### src/rtl/simple_bus_alu_regs.sv
// simple_bus_alu_regs
//   Register-mapped slave on the simple bus that launches tinyALU operations.
//   Register writes load the operands and opcode. A START write either launches
//   an ALU command or, when OP is zero, completes at once as a no-op. The block
//   then waits for alu_done, or gives up after TIMEOUT cycles, and captures the
//   result. Status, sticky error/timeout flags and a completed-operation count
//   are readable.
//
// Ports
//   clk, rst_n     clock; asynchronous active-low reset
//   bus_valid      request qualifier (other bus inputs are don't-care when low)
//   bus_op         1 = write, 0 = read
//   bus_addr       word address
//   bus_wr_data    write data
//   bus_rd_data    registered read data, held until the next read
//   alu_start      high for the whole RUN state
//   alu_A/B/op     operands and opcode, driven straight from DATA_A/DATA_B/OP
//   alu_done       completion pulse from the ALU
//   alu_result     ALU result, valid with alu_done
//
// Register offsets (from BASE_ADDR)
//   0 CTRL   (W)  bit0 START, bit1 CLR; reads 0
//   1 DATA_A (RW) [7:0]
//   2 DATA_B (RW) [7:0]
//   3 OP     (RW) [2:0]
//   4 STATUS      bit0 BUSY (RO); bit1 DONE, bit2 ERR, bit3 TMO (sticky, W1C)
//   5 RESULT (RO)
//   6 OP_CNT (RO)
module simple_bus_alu_regs #(
  parameter logic [15:0] BASE_ADDR = 16'h0000,
  parameter int          TIMEOUT   = 64
) (
  input  logic        clk,
  input  logic        rst_n,
  input  logic        bus_valid,
  input  logic        bus_op,
  input  logic [15:0] bus_addr,
  input  logic [15:0] bus_wr_data,
  output logic [15:0] bus_rd_data,
  output logic        alu_start,
  output logic [7:0]  alu_A,
  output logic [7:0]  alu_B,
  output logic [2:0]  alu_op,
  input  logic        alu_done,
  input  logic [15:0] alu_result
);

  localparam int CNT_W = $clog2(TIMEOUT);
  localparam logic [CNT_W-1:0] CNT_LAST = CNT_W'(TIMEOUT - 1);

  localparam logic [15:0] OFF_CTRL = 16'd0;
  localparam logic [15:0] OFF_A    = 16'd1;
  localparam logic [15:0] OFF_B    = 16'd2;
  localparam logic [15:0] OFF_OP   = 16'd3;
  localparam logic [15:0] OFF_STS  = 16'd4;
  localparam logic [15:0] OFF_RES  = 16'd5;
  localparam logic [15:0] OFF_CNT  = 16'd6;

  typedef enum logic [0:0] {IDLE = 1'b0, RUN = 1'b1} state_t;

  state_t           state;
  state_t           next_state;
  logic [7:0]       data_a;
  logic [7:0]       data_b;
  logic [2:0]       op_reg;
  logic [15:0]      result;
  logic [15:0]      op_cnt;
  logic             sts_done;
  logic             sts_err;
  logic             sts_tmo;
  logic [CNT_W-1:0] tmo_cnt;

  logic [15:0] offset;
  logic        wr_en;
  logic        rd_en;
  logic        busy;
  logic        wr_ctrl;
  logic        wr_a;
  logic        wr_b;
  logic        wr_op;
  logic        wr_sts;
  logic        start_req;
  logic        clr_req;
  logic        launch;
  logic        no_op;
  logic        complete;
  logic        timeout;
  logic        done_set;
  logic        err_set;
  logic [15:0] rd_mux;
  logic        unused_wr_bits;

  // Request decode
  assign offset    = bus_addr - BASE_ADDR;
  assign wr_en     = bus_valid & bus_op;
  assign rd_en     = bus_valid & ~bus_op;
  assign busy      = (state == RUN);

  assign wr_ctrl   = wr_en && (offset == OFF_CTRL);
  assign wr_a      = wr_en && (offset == OFF_A);
  assign wr_b      = wr_en && (offset == OFF_B);
  assign wr_op     = wr_en && (offset == OFF_OP);
  assign wr_sts    = wr_en && (offset == OFF_STS);

  assign start_req = wr_ctrl & bus_wr_data[0];
  assign clr_req   = wr_ctrl & bus_wr_data[1];
  assign launch    = start_req & ~busy & (op_reg != 3'd0);
  assign no_op     = start_req & ~busy & (op_reg == 3'd0);
  assign complete  = busy & alu_done;
  // alu_done in the last allowed cycle still counts as a completion
  assign timeout   = busy & ~alu_done & (tmo_cnt == CNT_LAST);
  assign done_set  = complete | no_op;
  // Unmapped writes, timeouts and writes that would disturb a running command
  assign err_set   = (wr_en && (offset > OFF_CNT)) | timeout |
                     (busy & (start_req | wr_a | wr_b | wr_op));

  assign unused_wr_bits = &{1'b0, bus_wr_data[15:8]};

  // alu_start follows the state flop, so it falls with an asynchronous reset
  assign alu_start = busy;
  assign alu_A     = data_a;
  assign alu_B     = data_b;
  assign alu_op    = op_reg;

  always_comb begin
    next_state = state;
    case (state)
      IDLE:    if (launch) next_state = RUN;
      RUN:     if (complete || timeout) next_state = IDLE;
      default: next_state = IDLE;
    endcase
  end

  always_comb begin
    rd_mux = 16'h0000;
    case (offset)
      OFF_A:   rd_mux = {8'h00, data_a};
      OFF_B:   rd_mux = {8'h00, data_b};
      OFF_OP:  rd_mux = {13'd0, op_reg};
      OFF_STS: rd_mux = {12'd0, sts_tmo, sts_err, sts_done, busy};
      OFF_RES: rd_mux = result;
      OFF_CNT: rd_mux = op_cnt;
      default: rd_mux = 16'h0000;
    endcase
  end

  always_ff @(posedge clk or negedge rst_n) begin
    if (!rst_n) state <= IDLE;
    else        state <= next_state;
  end

  // Register update stage
  always_ff @(posedge clk or negedge rst_n) begin
    if (!rst_n) begin
      data_a      <= '0;
      data_b      <= '0;
      op_reg      <= '0;
      result      <= '0;
      op_cnt      <= '0;
      sts_done    <= 1'b0;
      sts_err     <= 1'b0;
      sts_tmo     <= 1'b0;
      tmo_cnt     <= '0;
      bus_rd_data <= '0;
    end else begin
      if (wr_a  && !busy) data_a <= bus_wr_data[7:0];
      if (wr_b  && !busy) data_b <= bus_wr_data[7:0];
      if (wr_op && !busy) op_reg <= bus_wr_data[2:0];

      // A completion in the same cycle as CLR keeps the fresh result
      if (complete)     result <= alu_result;
      else if (clr_req) result <= '0;

      if (clr_req)       op_cnt <= done_set ? 16'd1 : 16'd0;
      else if (done_set) op_cnt <= op_cnt + 16'd1;

      // Sticky flags: a set in the same cycle as a W1C wins
      if (done_set)                      sts_done <= 1'b1;
      else if (wr_sts && bus_wr_data[1]) sts_done <= 1'b0;
      if (err_set)                       sts_err  <= 1'b1;
      else if (wr_sts && bus_wr_data[2]) sts_err  <= 1'b0;
      if (timeout)                       sts_tmo  <= 1'b1;
      else if (wr_sts && bus_wr_data[3]) sts_tmo  <= 1'b0;

      if (busy && next_state == RUN) tmo_cnt <= tmo_cnt + CNT_W'(1);
      else                           tmo_cnt <= '0;

      if (rd_en) bus_rd_data <= rd_mux;
    end
  end

endmodule

### config.mk
export PLATFORM = sky130hd
export DESIGN_NAME = simple_bus_alu_regs
export DESIGN_NICKNAME = d
export VERILOG_FILES = /design/src/rtl/simple_bus_alu_regs.sv
export SDC_FILE = /design/constraint.sdc
export NUM_CORES = 1
export LEC_CHECK = 0
export BUFFER_PORTS_ARGS = -buffer_cell sky130_fd_sc_hd__clkbuf_2
export CORE_MARGIN = 10
export CORE_UTILIZATION = 50
export DETAILED_ROUTE_END_ITERATION = 12
export GPL_ROUTABILITY_DRIVEN = 0
export GPL_TIMING_DRIVEN = 0
export PLACE_DENSITY = 0.76
export SLEW_MARGIN = 20
export SYNTH_ARGS = -nofsm -noshare
export SYNTH_HDL_FRONTEND = slang
export SYNTH_SLANG_ARGS = --single-unit
### constraint.sdc
create_clock -name clk -period 2.3 [get_ports clk]
set_clock_uncertainty 0.1 [all_clocks]
set_input_delay 0.46 -clock clk [delete_from_list [all_inputs] [get_ports clk]]
set_output_delay 0.46 -clock clk [all_outputs]
set_load 0.01 [all_outputs]
==> metrics.txt, run 1 <==
# TYPE chip_impl_metric gauge
chip_impl_metric{name="postRouteAntennaNets",unit=""} 0
chip_impl_metric{name="grt_pass1_vias",unit=""} 3216
chip_impl_metric{name="power.total",unit="mW"} 2.65
chip_impl_metric{name="cap_violations",unit=""} 0
chip_impl_info{name="run_status",value="complete, no violations"} 1
chip_impl_info{name="grt_setup_unrepaired",value="no"} 1
chip_impl_metric{name="ys_seq_elements",unit=""} 77
chip_impl_metric{name="global_route.overflow_total",unit=""} 0
chip_impl_metric{name="finalWirelength",unit="mm"} 10.2
chip_impl_metric{name="depth_of_the_worst_register_to_register_path",unit=""} 6
chip_impl_info{name="synth_commonest_cells",value="77 x dfrtp_1, 65 x nand2_1, 38 x o21ai_0"} 1
chip_impl_metric{name="yosys_warnings",unit=""} 0
chip_impl_metric{name="tightestPinTransition",unit="ns"} 0.594
chip_impl_metric{name="power-per-cell-area",unit="nW/um^2"} 564
chip_impl_info{name="post_synth_main_area_contributors",value="dfrtp_1 50%, nand2_1 6.4%, o21ai_0 5.0%, mux2_2 3.5%, mux2_4 3.1%"} 1
chip_impl_info{name="timing_worst_setup_path_type",value="reg2reg"} 1
chip_impl_metric{name="dieArea",unit="sq um"} 11500
chip_impl_metric{name="hold_violations",unit=""} 0
chip_impl_info{name="startpoint_type",value="register"} 1
chip_impl_metric{name="crit_path_max_fanout",unit=""} 9
chip_impl_metric{name="die_x",unit="um"} 107
chip_impl_metric{name="cts_buffer_depth",unit=""} 2
chip_impl_metric{name="die_h",unit="um"} 107
chip_impl_metric{name="synthAdderAreaFrac",unit="%"} 0.654
chip_impl_info{name="largest_family_of_logic_cells_by_synthesized_area",value="simple AND/OR/NAND/NOR gates"} 1
chip_impl_metric{name="num_rows",unit=""} 31
chip_impl_metric{name="place_hpwl",unit="mm"} 7.62
chip_impl_metric{name="via_per_inst",unit=""} 5.63
chip_impl_metric{name="io_pins",unit=""} 89
chip_impl_metric{name="clk_latency",unit="ns"} 0.35
chip_impl_metric{name="synth-simple-area-share",unit="%"} 20.6
chip_impl_metric{name="synth-edff-count",unit=""} 0
chip_impl_metric{name="route.vias.total",unit=""} 3297
chip_impl_metric{name="fin_crit",unit="ns"} 2.19
chip_impl_info{name="clk_root_buffer_cell",value="clkbuf_8"} 1
chip_impl_info{name="clock_tree_from_tritoncts",value="done"} 1
chip_impl_metric{name="cts-htree-levels",unit=""} 3
chip_impl_metric{name="synth_seq_area_share",unit="%"} 50.4
chip_impl_metric{name="synthesis.area",unit="sq um"} 3820
chip_impl_metric{name="syn_to_final_growth",unit="%"} 22.9
chip_impl_metric{name="worst_slew_margin_rel",unit="%"} 60.4
chip_impl_metric{name="cp.required",unit="ns"} 2.47
chip_impl_metric{name="drv_slew",unit=""} 0
chip_impl_info{name="worstSetupEndpointType",value="register"} 1
chip_impl_metric{name="synth_nets",unit=""} 437
chip_impl_metric{name="leakage",unit="nW"} 2.14
chip_impl_metric{name="fmaxAchievable",unit="MHz"} 456
chip_impl_metric{name="post_synth_xor_area_fraction",unit="%"} 2.29
chip_impl_metric{name="synth_compound_area_share",unit="%"} 14.8
chip_impl_metric{name="clkSinkCount",unit=""} 77
chip_impl_metric{name="groute.usage.overall",unit="%"} 17.3
chip_impl_metric{name="grt_first_pass_wirelength",unit="mm"} 16.0
chip_impl_metric{name="drt-wirelength-per-cell",unit="um"} 17.3
chip_impl_metric{name="clk_transition_reported_paths",unit="ns"} 0.09
chip_impl_metric{name="avgSynthCellArea",unit="sq um"} 10.0
chip_impl_metric{name="min_delay_path_depth",unit=""} 3
chip_impl_metric{name="finalSetupViolations",unit=""} 0
chip_impl_metric{name="numCtsBuffers",unit=""} 9
chip_impl_metric{name="finalNetCount",unit=""} 537
chip_impl_info{name="yosys.cell_count.top_type",value="dfrtp_1"} 1
chip_impl_metric{name="synth.mux.area_fraction",unit="%"} 8.77
chip_impl_metric{name="synth.distinct_cells",unit=""} 47
chip_impl_metric{name="maximum_number_of_pins_on_one_net_before_global_route_repair",unit=""} 48
chip_impl_metric{name="initial_core_util",unit="%"} 52.2
chip_impl_metric{name="num_antenna_cells",unit=""} 0
chip_impl_metric{name="drt_first_iter_violations",unit=""} 314
chip_impl_metric{name="detailedRoute.firstPassIterationCount",unit=""} 7
chip_impl_metric{name="cp.arrival",unit="ns"} 2.36
chip_impl_metric{name="post_synth_inst_count",unit=""} 382
chip_impl_info{name="synth_top_flop_cell",value="dfrtp_1"} 1
chip_impl_metric{name="top_area_cell_type_share_of_the_netlist_area",unit="%"} 50.4
chip_impl_metric{name="setup_tns",unit="ns"} 0
chip_impl_metric{name="drcViolationCount",unit=""} 0
chip_impl_info{name="post-synth-top-area-cell",value="dfrtp_1"} 1
chip_impl_metric{name="drive_gt1_share",unit="%"} 27.5
chip_impl_metric{name="buffer_ports.inserted",unit=""} 79
chip_impl_metric{name="power.ir.vdd_worst",unit="mV"} 0.337
chip_impl_metric{name="core",unit="sq um"} 7330
chip_impl_info{name="worstHoldPathType",value="in2reg"} 1
chip_impl_metric{name="asyncSetResetFlopFracSynth",unit="%"} 100
chip_impl_metric{name="hold-worst-slack",unit="ns"} 0.217
chip_impl_metric{name="fin_crit_sh",unit="%"} 95.3
chip_impl_metric{name="antenna_found_initial",unit=""} 0
chip_impl_metric{name="worst_reg2reg_setup_slack",unit="ns"} 0.11
==> repair_timing <==
action | in CTS | in global routing
endpoints found under the setup margin | 9 | 35
resized for setup | 1 | 3
endpoints found under the hold margin | 24 | 0
hold buffers | 1 | 0
buffers inserted | 2 | 7
pin swaps | 1 | 3
gates cloned | 0 | 0
==> layout make-up <==
| class | count | area (sq um) |
|---|---|---|
| Sequential cell | 77 | 1930 |
| Fill cell | 604 | 2630 |
| Clock inverter | 5 | 81.3 |
| Inverter | 6 | 22.5 |
| Clock buffer | 11 | 151 |
| Timing Repair Buffer | 90 | 515 |
| Tap cell | 99 | 124 |
| Multi-Input combinational cell | 280 | 1810 |
| Buffer | 18 | 68.8 |
==> critical path: stages, from the launching register on <==
cell,delay [ns]
dfrtp_1,0.43
nor3_2,0.31
nand3_1,0.24
o21a_1,0.23
clkbuf_1,0.20
or4_1,0.44
a21oi_1,0.15
==> final timing paths <==
check	from	end
worst max-delay path	alu_op[0]$_DFFE_PN0P_	op_cnt[6]$_DFFE_PN0P_
worst min-delay path	alu_result[4]	result[4]$_DFFE_PN0P_
worst max register to register	alu_op[0]$_DFFE_PN0P_	op_cnt[6]$_DFFE_PN0P_
worst min register to register	tmo_cnt[0]$_DFF_PN0_	tmo_cnt[0]$_DFF_PN0_
max in group asynchronous	rst_n	op_cnt[7]$_DFFE_PN0P_
min in group asynchronous	rst_n	alu_B[4]$_DFFE_PN0P_
==> placed cells by master, fill, tap and decap left out, types with 2 or more instances in the layout <==
| cell type | Yosys | routed |
|---|---|---|
| nor4_4 | 3 | 3 |
| and3_1 | 2 | 2 |
| a222oi_1 | 3 | 3 |
| nor2b_1 | 5 | 5 |
| ha_1 | 2 | 2 |
| o22ai_1 | 3 | 3 |
| mux2_4 | 8 | 8 |
| a21oi_1 | 12 | 12 |
| o21ai_0 | 38 | 38 |
| a2bb2oi_1 | 3 | 3 |
| or4_1 | 5 | 5 |
| a2111oi_1 | 0 | 3 |
| dfrtp_1 | 77 | 77 |
| nor2_1 | 30 | 30 |
| a221oi_1 | 2 | 2 |
| clkbuf_1 | 17 | 16 |
| nand4_1 | 7 | 7 |
| xor2_1 | 4 | 4 |
| and4_1 | 2 | 2 |
| xnor2_1 | 6 | 6 |
| mux2_2 | 12 | 12 |
| buf_4 | 0 | 8 |
| a22oi_1 | 9 | 9 |
| a21o_1 | 2 | 2 |
| nand2b_1 | 4 | 4 |
| nand3_1 | 12 | 12 |
| a22o_1 | 3 | 3 |
| or3_1 | 6 | 6 |
| o31ai_1 | 5 | 5 |
| clkbuf_2 | 0 | 78 |
| o21a_1 | 2 | 2 |
| bufinv_16 | 0 | 2 |
| clkbuf_8 | 0 | 11 |
| nand2_1 | 65 | 65 |
| mux2i_1 | 8 | 8 |
| inv_1 | 6 | 6 |
==> state kept, by name (all words and copies together) (netlist names) <==
name         cells
result          16
sts_done         1
bus_rd_data     16
alu_A            8
tmo_cnt          6
sts_tmo          1
op_cnt          16
sts_err          1
alu_B            8
alu_op           3
alu_start        1
==> cells by family (layout without fill, tap and decap cells) <==
group | count (synthesis) | in the layout
AND/OR/NAND/NOR | 151 | 151
AO/OA/AOI/OAI | 89 | 89
flip-flops | 77 | 77
multiplexers | 28 | 28
buffers and inverters | 25 | 130
XOR/XNOR | 10 | 10
adder cells (fa/ha/maj) | 2 | 2
==> power breakdown <==
part | internal, mW | switching [mW]
clock | 0.672 | 0.485
sequential | 1.35 | 0.0000661
combinational | 0.0552 | 0.0848
==> metal layers <==
metal / routed length, um / GRT usage [%]
met2: 4930 / 28.4
met1: 4340 / 21.7
met5: 0 / 0
met4: 126 / 6.39
met3: 765 / 3.83
==> stage by stage <==
step	util, %	area, sq um	setup WS (ns)	std cells
final	64.1	4700	0.107	586
after global routing	64.1	4700	0.0167	586
after CTS	63.4	4650	0.00681	580
after detailed placement	59.7	4370	-0.603	561
after global placement	59.2	4340	-0.550	560
after floorplan	-	3820	-0.176	382
No activity file was read; power rests on OpenSTA's default activity.
==> inputs of run 2 (changes only) <==
Settings changed: ABC_AREA from default to 1, PLACE_DENSITY 0.76 to 0.75.
==> run 2 against run 1 <==
Against the previous run:
- sequential power barely moved
- area after synthesis increased by 9.9%
- maximum frequency grew 21%
- die area up 8.0%
- wire length up 10%
- power fell by 2.4%
- clock power down 4%
- setup slack gained 0.39 ns
- sequential share of layout area is 2.4 points lower
==> metrics.txt, run 2 <==
# TYPE chip_impl_metric gauge
chip_impl_info{name="run_status",value="complete, no violations"} 1
chip_impl_info{name="hp-start",value="alu_result[0]"} 1
chip_impl_metric{name="drt-wirelength-per-cell",unit="um"} 14.8
chip_impl_metric{name="initial_core_util",unit="%"} 51.1
chip_impl_info{name="startpoint_type",value="register"} 1
chip_impl_metric{name="groute.usage.overall",unit="%"} 18.1
chip_impl_info{name="timing_worst_setup_path_type",value="reg2reg"} 1
chip_impl_metric{name="slowest_delay",unit="ns"} 0.47
chip_impl_metric{name="postCtsSetupRepairBufs",unit=""} 0
chip_impl_metric{name="layout.filler_cells",unit=""} 759
chip_impl_metric{name="post_synth_inst_count",unit=""} 555
chip_impl_metric{name="power.total",unit="mW"} 2.59
chip_impl_metric{name="die_h",unit="um"} 112
chip_impl_metric{name="min_delay_path_depth",unit=""} 3
chip_impl_metric{name="drv_slew",unit=""} 0
chip_impl_metric{name="route.vias.total",unit=""} 3999
chip_impl_metric{name="fin_crit",unit="ns"} 1.81
chip_impl_info{name="clock_tree_from_tritoncts",value="done"} 1
chip_impl_metric{name="drt_first_iter_violations",unit=""} 310
chip_impl_metric{name="hold-worst-slack",unit="ns"} 0.211
chip_impl_metric{name="fmaxAchievable",unit="MHz"} 553
chip_impl_info{name="synth_top_flop_cell",value="dfrtp_1"} 1
chip_impl_metric{name="buffer_ports.inserted",unit=""} 80
chip_impl_metric{name="ctsHoldBuffers",unit=""} 1
chip_impl_metric{name="core",unit="sq um"} 8220
chip_impl_metric{name="finalWirelength",unit="mm"} 11.2
chip_impl_metric{name="fin_crit_sh",unit="%"} 78.6
chip_impl_metric{name="worst_slew_margin_rel",unit="%"} 64.3
chip_impl_info{name="most_common_library_cell_in_the_layout_ignoring_fill_and_taps",value="nand2_1"} 1
chip_impl_metric{name="numCtsBuffers",unit=""} 9
chip_impl_metric{name="grt_first_pass_wirelength",unit="mm"} 19.3
chip_impl_metric{name="worst_reg2reg_setup_slack",unit="ns"} 0.49
chip_impl_metric{name="synth_nets",unit=""} 610
chip_impl_metric{name="yosys_warnings",unit=""} 0
chip_impl_metric{name="cts-htree-levels",unit=""} 3
chip_impl_metric{name="via_per_inst",unit=""} 5.28
chip_impl_metric{name="drive_gt1_share",unit="%"} 20.7
chip_impl_info{name="hold_end",value="result[0]$_DFFE_PN0P_"} 1
chip_impl_metric{name="asyncSetResetFlopFracSynth",unit="%"} 100
chip_impl_info{name="r2r_end",value="result[12]$_DFFE_PN0P_"} 1
chip_impl_info{name="worst_path_max_delay_cell",value="dfrtp_1"} 1
chip_impl_metric{name="die_x",unit="um"} 112
chip_impl_info{name="grt_setup_unrepaired",value="no"} 1
chip_impl_metric{name="worst-path-buf-inv",unit=""} 3
chip_impl_metric{name="cts_buffer_depth",unit=""} 2
chip_impl_metric{name="final_area",unit="sq um"} 4990
chip_impl_metric{name="grt_pass1_vias",unit=""} 4025
chip_impl_metric{name="clk_latency",unit="ns"} 0.35
chip_impl_info{name="post-synth-top-area-cell",value="dfrtp_1"} 1
chip_impl_metric{name="sequential_cell_area",unit="sq um"} 1930
chip_impl_metric{name="global_route.overflow_total",unit=""} 0
chip_impl_metric{name="syn_to_final_growth",unit="%"} 18.7
chip_impl_metric{name="ys_seq_elements",unit=""} 77
chip_impl_metric{name="cp.required",unit="ns"} 2.46
chip_impl_info{name="post_synth_main_area_contributors",value="dfrtp_1 46%, nand2_1 16%, nand3_1 8.5%, inv_1 4.6%, o21ai_0 4.5%"} 1
chip_impl_metric{name="leakage",unit="nW"} 2.66
chip_impl_metric{name="synth_seq_area_share",unit="%"} 45.8
chip_impl_metric{name="synth.distinct_cells",unit=""} 32
chip_impl_metric{name="power-per-cell-area",unit="nW/um^2"} 519
chip_impl_metric{name="avgSynthCellArea",unit="sq um"} 7.57
chip_impl_info{name="largest_registers",value="bus_rd_data: 16 flops, op_cnt: 16 flops, result: 16 flops"} 1
chip_impl_metric{name="antenna_found_initial",unit=""} 0
chip_impl_metric{name="top_area_cell_type_share_of_the_netlist_area",unit="%"} 45.8
chip_impl_metric{name="area_taken_by_multi_input_logic_gates",unit="sq um"} 1950
chip_impl_info{name="synth_commonest_cells",value="184 x nand2_1, 77 x dfrtp_1, 71 x nand3_1"} 1
chip_impl_metric{name="tightestPinTransition",unit="ns"} 0.535
chip_impl_metric{name="finalNetCount",unit=""} 703
chip_impl_info{name="clk_root_buffer_cell",value="clkbuf_8"} 1
chip_impl_info{name="layout_common_cells",value="184 x nand2_1, 79 x clkbuf_2, 77 x dfrtp_1, 71 x nand3_1, 52 x inv_1"} 1
chip_impl_metric{name="clk_transition_reported_paths",unit="ns"} 0.08
chip_impl_metric{name="cts_repair_resize_count",unit=""} 0
chip_impl_metric{name="dieArea",unit="sq um"} 12500
chip_impl_metric{name="num_antenna_cells",unit=""} 0
chip_impl_info{name="worstSetupEndpointType",value="register"} 1
chip_impl_info{name="worst_path_dominant_cell_family",value="buffers and inverters"} 1
chip_impl_metric{name="io_pins",unit=""} 89
chip_impl_metric{name="postRouteAntennaNets",unit=""} 0
chip_impl_metric{name="finalSetupViolations",unit=""} 0
chip_impl_metric{name="clkSinkCount",unit=""} 77
chip_impl_info{name="yosys.cell_count.top_type",value="nand2_1"} 1
chip_impl_metric{name="maximum_number_of_pins_on_one_net_before_global_route_repair",unit=""} 53
chip_impl_metric{name="place_hpwl",unit="mm"} 8.48
chip_impl_metric{name="power.ir.vdd_worst",unit="mV"} 0.267
chip_impl_metric{name="setup_tns",unit="ns"} 0
chip_impl_metric{name="crit_path_max_fanout",unit=""} 10
chip_impl_metric{name="synthesis.area",unit="sq um"} 4200
chip_impl_metric{name="cap_violations",unit=""} 0
chip_impl_metric{name="depth_of_the_worst_register_to_register_path",unit=""} 6
chip_impl_info{name="worstReg2RegStart",value="alu_start$_DFF_PN0_"} 1
chip_impl_metric{name="drcViolationCount",unit=""} 0
chip_impl_metric{name="cp.arrival",unit="ns"} 1.97
chip_impl_metric{name="synth-edff-count",unit=""} 0
chip_impl_metric{name="detailedRoute.firstPassIterationCount",unit=""} 5
chip_impl_info{name="worstHoldPathType",value="in2reg"} 1
chip_impl_metric{name="hold_violations",unit=""} 0
chip_impl_metric{name="placedInstanceArea",unit="sq um"} 4760
chip_impl_info{name="crit_chain",value="nand2_1, clkinv_1, nor2_4, inv_1, buf_4, o21ai_0"} 1
chip_impl_metric{name="num_rows",unit=""} 33
==> run 2: cell types whose count changed after synthesis, moves of 10 or more <==
| cell | previous run | this run |
|---|---|---|
| a21oi_1 | 12 | 2 |
| clkbuf_1 | 17 | 3 |
| inv_1 | 6 | 52 |
| mux2_2 | 12 | 0 |
| nand2_1 | 65 | 184 |
| nand3_1 | 12 | 71 |
| nor2_1 | 30 | 45 |
==> run 2: worst reg2reg max path, delay by kind of cell (launching register included) <==
kind                   cells  cell delay (ns)
buffers and inverters      3             0.56
DFF                        1             0.47
and+or+nand+nor            2             0.42
AOI/OAI and AO/OA          1             0.18
==> run 2: cell type report <==
type / count / area share [%]
repair buffers: 82 / 8.83
plain buffers: 19 / 2.41
clock inverters: 6 / 1.78
multi-input cells: 405 / 39.2
well taps: 105 / 2.63
inverters: 54 / 4.06
clock buffers: 9 / 2.48
flip-flops and latches: 77 / 38.6
==> run 2: layer usage <==
metal  GRT usage (%)  wire [um]  up-vias
li1                -          -     1957
met1            23.2       4840     1900
met2            30.0       5450      122
met3            3.86        706       20
met4            5.48        187        0
met5               0          0        -
==> run 2: metrics by stage <==
step / instances / worst slack, ns / utilization [%]
5_1_grt: 757 / 0.332 / 60.7
3_5_place_dp: 741 / 0.276 / 58.0
6_report: 757 / 0.493 / 60.7
2_1_floorplan: 555 / 0.596 / -
4_1_cts: 757 / 0.490 / 60.7
3_3_place_gp: 740 / 0.00593 / 57.6
==> run 2: cell families after synthesis <==
kind of cell,Yosys count,share of synthesized area [%]
adder cells (fa/ha/maj),2,0.595
XOR/XNOR,12,2.50
AO/OA/AOI/OAI,53,6.55
buffers and inverters,73,7.68
flip-flops,77,45.8
AND/OR/NAND/NOR,338,36.8
==> run 2: worst max-delay path by stage <==
stage,slack [ns],cells after the start,from,end
2_1_floorplan,0.60,9,bus_addr[15],op_cnt[6]$_DFFE_PN0P_
3_3_place_gp,0.006,1,rst_n,bus_rd_data[8]$_DFFE_PN0P_
3_5_place_dp,0.28,11,bus_addr[15],op_cnt[14]$_DFFE_PN0P_
4_1_cts,0.49,6,alu_start$_DFF_PN0_,result[12]$_DFFE_PN0P_
5_1_grt,0.33,10,op_cnt[0]$_DFFE_PN0P_,op_cnt[14]$_DFFE_PN0P_
6_report,0.49,6,alu_start$_DFF_PN0_,result[12]$_DFFE_PN0P_
==> run 2: power by group <==
group | internal (mW) | total (mW) | switching [mW]
combinational | 0.0438 | 0.125 | 0.0816
sequential | 1.35 | 1.35 | 0.0000805
clock | 0.605 | 1.11 | 0.503
total | 2.00 | 2.59 | 0.585
